## src/rtl/jtframe_dump_sched.sv

```systemverilog
// Debug capture window scheduler: counts frames on VS falling edges and opens
// repeated capture windows from a programmed frame or from the end of ROM download.
module jtframe_dump_sched #(
    parameter int FW = 32,
    parameter int LW = 16,
    parameter int RW = 8
) (
    input  logic          clk,
    input  logic          rst,
    input  logic          vs,
    input  logic          downloading,
    input  logic          cfg_mode,
    input  logic [FW-1:0] cfg_start,
    input  logic [LW-1:0] cfg_len,
    input  logic [LW-1:0] cfg_gap,
    input  logic [RW-1:0] cfg_reps,
    output logic [FW-1:0] frame_cnt,
    output logic          dump_on,
    output logic          dump_start,
    output logic          dump_stop,
    output logic          done
);

    typedef enum logic [2:0] {
        ST_IDLE   = 3'd0,
        ST_WAIT   = 3'd1,
        ST_ACTIVE = 3'd2,
        ST_GAP    = 3'd3,
        ST_DONE   = 3'd4
    } state_t;

    state_t        state_r;
    logic          vs_l_r;
    logic          dl_l_r;
    logic [LW-1:0] win_r;
    logic [LW-1:0] gap_r;
    logic [RW-1:0] reps_left_r;
    logic [FW-1:0] cfg_start_r;
    logic [LW-1:0] cfg_len_r;
    logic [LW-1:0] cfg_gap_r;
    logic [RW-1:0] cfg_reps_r;

    logic          vs_fall_s;
    logic          dl_fall_s;
    logic [FW-1:0] frame_nxt_s;

    // A repetition count of zero still produces one window
    function automatic logic [RW-1:0] reps_floor(input logic [RW-1:0] reps);
        return (reps == RW'(0)) ? RW'(1) : reps;
    endfunction

    assign vs_fall_s   = vs_l_r & ~vs;
    assign dl_fall_s   = dl_l_r & ~downloading;
    assign frame_nxt_s = vs_fall_s ? frame_cnt + FW'(1) : frame_cnt;

    // Scheduler state machine, frame counter and all registered outputs
    always_ff @(posedge clk) begin
        if (rst) begin
            state_r     <= ST_IDLE;
            vs_l_r      <= 1'b0;
            dl_l_r      <= 1'b0;
            win_r       <= LW'(0);
            gap_r       <= LW'(0);
            reps_left_r <= RW'(0);
            cfg_start_r <= FW'(0);
            cfg_len_r   <= LW'(0);
            cfg_gap_r   <= LW'(0);
            cfg_reps_r  <= RW'(0);
            frame_cnt   <= FW'(0);
            dump_on     <= 1'b0;
            dump_start  <= 1'b0;
            dump_stop   <= 1'b0;
            done        <= 1'b0;
        end else begin
            vs_l_r     <= vs;
            dl_l_r     <= downloading;
            dump_start <= 1'b0;
            dump_stop  <= 1'b0;
            frame_cnt  <= downloading ? FW'(0) : frame_nxt_s;
            if (downloading && state_r != ST_IDLE) begin
                // A new download aborts any schedule in progress
                state_r   <= ST_IDLE;
                dump_on   <= 1'b0;
                done      <= 1'b0;
                dump_stop <= dump_on;
            end else begin
                case (state_r)
                    ST_IDLE: begin
                        if (!downloading && !cfg_mode) begin
                            cfg_start_r <= cfg_start;
                            cfg_len_r   <= cfg_len;
                            cfg_gap_r   <= cfg_gap;
                            cfg_reps_r  <= cfg_reps;
                            state_r     <= ST_WAIT;
                        end else if (dl_fall_s && cfg_mode) begin
                            cfg_start_r <= cfg_start;
                            cfg_len_r   <= cfg_len;
                            cfg_gap_r   <= cfg_gap;
                            cfg_reps_r  <= cfg_reps;
                            win_r       <= cfg_len;
                            reps_left_r <= reps_floor(cfg_reps);
                            dump_on     <= 1'b1;
                            dump_start  <= 1'b1;
                            state_r     <= ST_ACTIVE;
                        end else begin
                            state_r <= ST_IDLE;
                        end
                    end
                    ST_WAIT: begin
                        if (cfg_start_r == FW'(0) ||
                            (vs_fall_s && frame_nxt_s == cfg_start_r)) begin
                            win_r       <= cfg_len_r;
                            reps_left_r <= reps_floor(cfg_reps_r);
                            dump_on     <= 1'b1;
                            dump_start  <= 1'b1;
                            state_r     <= ST_ACTIVE;
                        end else begin
                            state_r <= ST_WAIT;
                        end
                    end
                    ST_ACTIVE: begin
                        // A zero-length window is never decremented, so it stays open
                        if (vs_fall_s && win_r != LW'(0)) begin
                            if (win_r == LW'(1)) begin
                                if (reps_left_r == RW'(1)) begin
                                    dump_on   <= 1'b0;
                                    dump_stop <= 1'b1;
                                    done      <= 1'b1;
                                    state_r   <= ST_DONE;
                                end else begin
                                    reps_left_r <= reps_left_r - RW'(1);
                                    if (cfg_gap_r == LW'(0)) begin
                                        win_r <= cfg_len_r;
                                    end else begin
                                        dump_on   <= 1'b0;
                                        dump_stop <= 1'b1;
                                        gap_r     <= cfg_gap_r;
                                        state_r   <= ST_GAP;
                                    end
                                end
                            end else begin
                                win_r <= win_r - LW'(1);
                            end
                        end else begin
                            state_r <= ST_ACTIVE;
                        end
                    end
                    ST_GAP: begin
                        if (vs_fall_s) begin
                            if (gap_r == LW'(1)) begin
                                win_r      <= cfg_len_r;
                                dump_on    <= 1'b1;
                                dump_start <= 1'b1;
                                state_r    <= ST_ACTIVE;
                            end else begin
                                gap_r <= gap_r - LW'(1);
                            end
                        end else begin
                            state_r <= ST_GAP;
                        end
                    end
                    ST_DONE: begin
                        state_r <= ST_DONE;
                    end
                    default: begin
                        state_r <= ST_IDLE;
                        dump_on <= 1'b0;
                        done    <= 1'b0;
                    end
                endcase
            end
        end
    end

endmodule

```

## config.mk

```make
export PLATFORM = sky130hd
export DESIGN_NAME = jtframe_dump_sched
export DESIGN_NICKNAME = d
export VERILOG_FILES = /design/src/rtl/jtframe_dump_sched.sv
export SDC_FILE = /design/constraint.sdc
export NUM_CORES = 1
export LEC_CHECK = 0
export BUFFER_PORTS_ARGS = -buffer_cell sky130_fd_sc_hd__buf_2
export CAP_MARGIN = 20
export CORE_MARGIN = 5
export CORE_UTILIZATION = 58
export CTS_CLUSTER_SIZE = 12
export DETAILED_ROUTE_END_ITERATION = 8
export PLACE_DENSITY = 0.78
export SETUP_SLACK_MARGIN = 0.2
export SLEW_MARGIN = 20
export SYNTH_ARGS = -nofsm -noshare
export SYNTH_HDL_FRONTEND = slang
export SYNTH_SLANG_ARGS = --single-unit
```

## constraint.sdc

```tcl
create_clock -name clk -period 4.8 [get_ports clk]
set_input_delay 0.96 -clock clk [delete_from_list [all_inputs] [get_ports clk]]
set_output_delay 0.96 -clock clk [all_outputs]
set_load 0.05 [all_outputs]
```

==> impl_metrics.json <==
{
  "yosysUniqueCellTypes": 67,
  "postLayoutCellArea_sq_um": 9670,
  "clock_latency_ps": 430,
  "peakVddDrop_uv": 266,
  "ys_seq_area_share_pct": 36.2,
  "synth-edff-count": 0,
  "hpwl_um": 16200,
  "crit_top_cell": "o31a_1",
  "dr.pass1.iters": 5,
  "n_antenna_cell": 0,
  "die_h_um": 131,
  "ys_async_sr_fraction_pct": 0,
  "cts.sinks": 153,
  "critPathLaunchType": "flop",
  "drc": 0,
  "holdPathStages": 2,
  "yosysTopAreaCellShare_pct": 36.2,
  "synth.most_common_cell": "nand2_1",
  "hold_class": "reg2reg",
  "place_area_sq_um": 9070,
  "std_cell_rows": 44,
  "p_leak_nw": 3.79,
  "grt_pass1_wl_um": 37200,
  "overflow": 0,
  "rsz0062_at_grt": "no",
  "drive_gt1_share_pct": 15.1,
  "crit_cells": 10,
  "avgSynthCellArea_sq_um": 7.70,
  "grt_usage_pct": 27.2,
  "tightest_slew_ps": 893,
  "holdWs_ps": 454,
  "finalClockSkew_ps": 8.48,
  "pwr_density_cell_nw_per_um2": 347,
  "initial_utilization_pct": 58.7,
  "cts.path.max_buffers": 2,
  "crit_slowest_cell": "or4_1",
  "synth_flop_cell": "dfxtp_1",
  "grt_start_max_net_pins": 83,
  "cp_max_fo": 15,
  "path_cells": "ha_1 -> nand4b_2 -> or4_1 -> o31a_1 -> a31o_1 -> a2111oi_2 -> nand4_1 -> o31a_1 -> a21bo_1 -> mux2_1",
  "synth_nets": 1183,
  "vias_per_cell": 5.88,
  "crit_required_ps": 5110,
  "post_cts_buffers": 0,
  "crit_path_max_incr_delay_ps": 720,
  "finalMaxSlewViolations": 0,
  "maxSlewHeadroom_pct": 39.9,
  "status": "complete, no violations",
  "synth_seq_cells": 153,
  "area_growth_pct": 14.3,
  "synth_cells": 1099,
  "core-area_sq_um": 14400,
  "die_w_um": 131,
  "numCtsBuffers": 17,
  "period_share_pct": 86.8,
  "synthesis.area_sq_um": 8460,
  "cts_hold_buf": 0,
  "path_buf_inv": 0,
  "synth_common_cells": "nand2_1 (208), dfxtp_1 (153), a21oi_1 (109)",
  "htree_num_levels": 4,
  "period_needed_ps": 4170,
  "num_vias": 8021,
  "fin_tns_setup_ps": 0,
  "grt_pass1_vias": 7642,
  "hold_violations": 0,
  "antenna_found_initial": 0,
  "cts_resized": 0,
  "tritoncts": "yes",
  "nets": 1251,
  "die_area_sq_um": 17100,
  "port_buffers": 112,
  "drtAntennaViolNets": 0,
  "arrival_ps": 4480,
  "place_congestion": 0.972,
  "fin_total_pwr_w": 0.00335,
  "yosysTopAreaCell": "dfxtp_1",
  "cap_violations": 0,
  "setup_viol": 0,
  "avgRoutedWirePerCell_um": 16.9,
  "critPathCaptureType": "flop",
  "ys_warn_count": 0,
  "ioPinCount": 113,
  "root_buffer": "clkbuf_16",
  "drt_wl_total_um": 23000,
  "worst_path_dominant_cell_family": "compound AO/OA/AOI/OAI gates",
  "max_freq_ghz": 0.240,
  "synthTopCellsByArea": "dfxtp_1 (36%), nand2_1 (9.2%), a21oi_1 (6.4%), nor2_1 (4.7%), xnor2_1 (3.7%)",
  "path_class": "reg2reg",
  "worst_r2r_path_depth": 10,
  "drtIter0Drc": 726,
  "path_clk_slew_ps": 60
}
## kinds of logic after synthesis
| family | synth area share [%] |
|---|---|
| AND/OR/NAND/NOR | 28.8 |
| flip-flops | 36.2 |
| buffers and inverters | 4.54 |
| AO/OA/AOI/OAI | 17.6 |
| adder cells (fa/ha/maj) | 1.03 |
| XOR/XNOR | 8.09 |
| multiplexers | 3.74 |
## cell usage in the layout (no fill, tap or decap), drive strengths merged, types with 10 or more instances in the layout
master and instances:
nand2 208, dfxtp 153, buf 125, a21oi 109
nor2 106, o21ai 40, xnor2 36, nor4 28
nor2b 25, clkbuf 25, xor2 24, nand4 22
nor3 20, inv 19, mux2 19, nand3 17
nand2b 16, a211oi 16, a22oi 14, or4 12
nor3b 11, or3 10
## state kept, by name, summed over array words and instances, names as in the netlist
name	cells
dl_l_r	1
dump_stop	1
cfg_start_r	32
cfg_gap_r	16
dump_start	1
state_r	3
gap_r	16
cfg_reps_r	8
frame_cnt	32
done	1
vs_l_r	1
reps_left_r	8
dump_on	1
cfg_len_r	16
win_r	16
## worst register-to-register path, delay by kind of cell, from the launching register on
family | cells | cell delay [ps]
DFF | 1 | 520
adders and majority gates | 1 | 280
and+or+nand+nor | 3 | 1120
AOI/OAI and AO/OA | 5 | 1710
muxes | 1 | 440
## per-layer routing
| metal | share of wire (%) | GRT usage, % | vias up |
|---|---|---|---|
| met5 | 0 | 0 | - |
| met1 | 44 | 34.6 | 3717 |
| met3 | 5.6 | 5.57 | 35 |
| li1 | - | - | 4006 |
| met4 | 2.3 | 9.86 | 0 |
| met2 | 48 | 45.9 | 263 |
## layout make-up
type / instances / area, sq um
Tap cell: 184 / 230
Multi-Input combinational cell: 851 / 5030
Clock buffer: 25 / 515
Inverter: 19 / 71.3
Sequential cell: 153 / 3060
Fill cell: 1281 / 4750
Clock inverter: 7 / 87.6
Timing Repair Buffer: 125 / 673
## through the flow
step | setup WS, ps | util, % | cells
detailed placement | 333 | 62.9 | 1332
finish | 633 | 67.0 | 1364
global placement | 406 | 62.9 | 1332
CTS | 700 | 67.0 | 1364
floorplan | 813 | - | 1099
global route | 426 | 67.0 | 1364
## final timing paths
check	start	endpoint	slack (ps)
max	frame_cnt[0]	win_r[0]	630
min	cfg_len_r[0]	cfg_len_r[0]	450
max reg2reg	frame_cnt[0]	win_r[0]	630
min reg2reg	cfg_len_r[0]	cfg_len_r[0]	450
## power by group
group	internal, W	switching, W	leakage (nW)	total, W
combinational	0.000247	0.000333	2.25	0.000580
clock	0.000845	0.000520	0.299	0.00136
sequential	0.00133	0.0000741	1.24	0.00141
total	0.00243	0.000927	3.79	0.00335
Note: power is estimated with default switching activity, not from simulation.
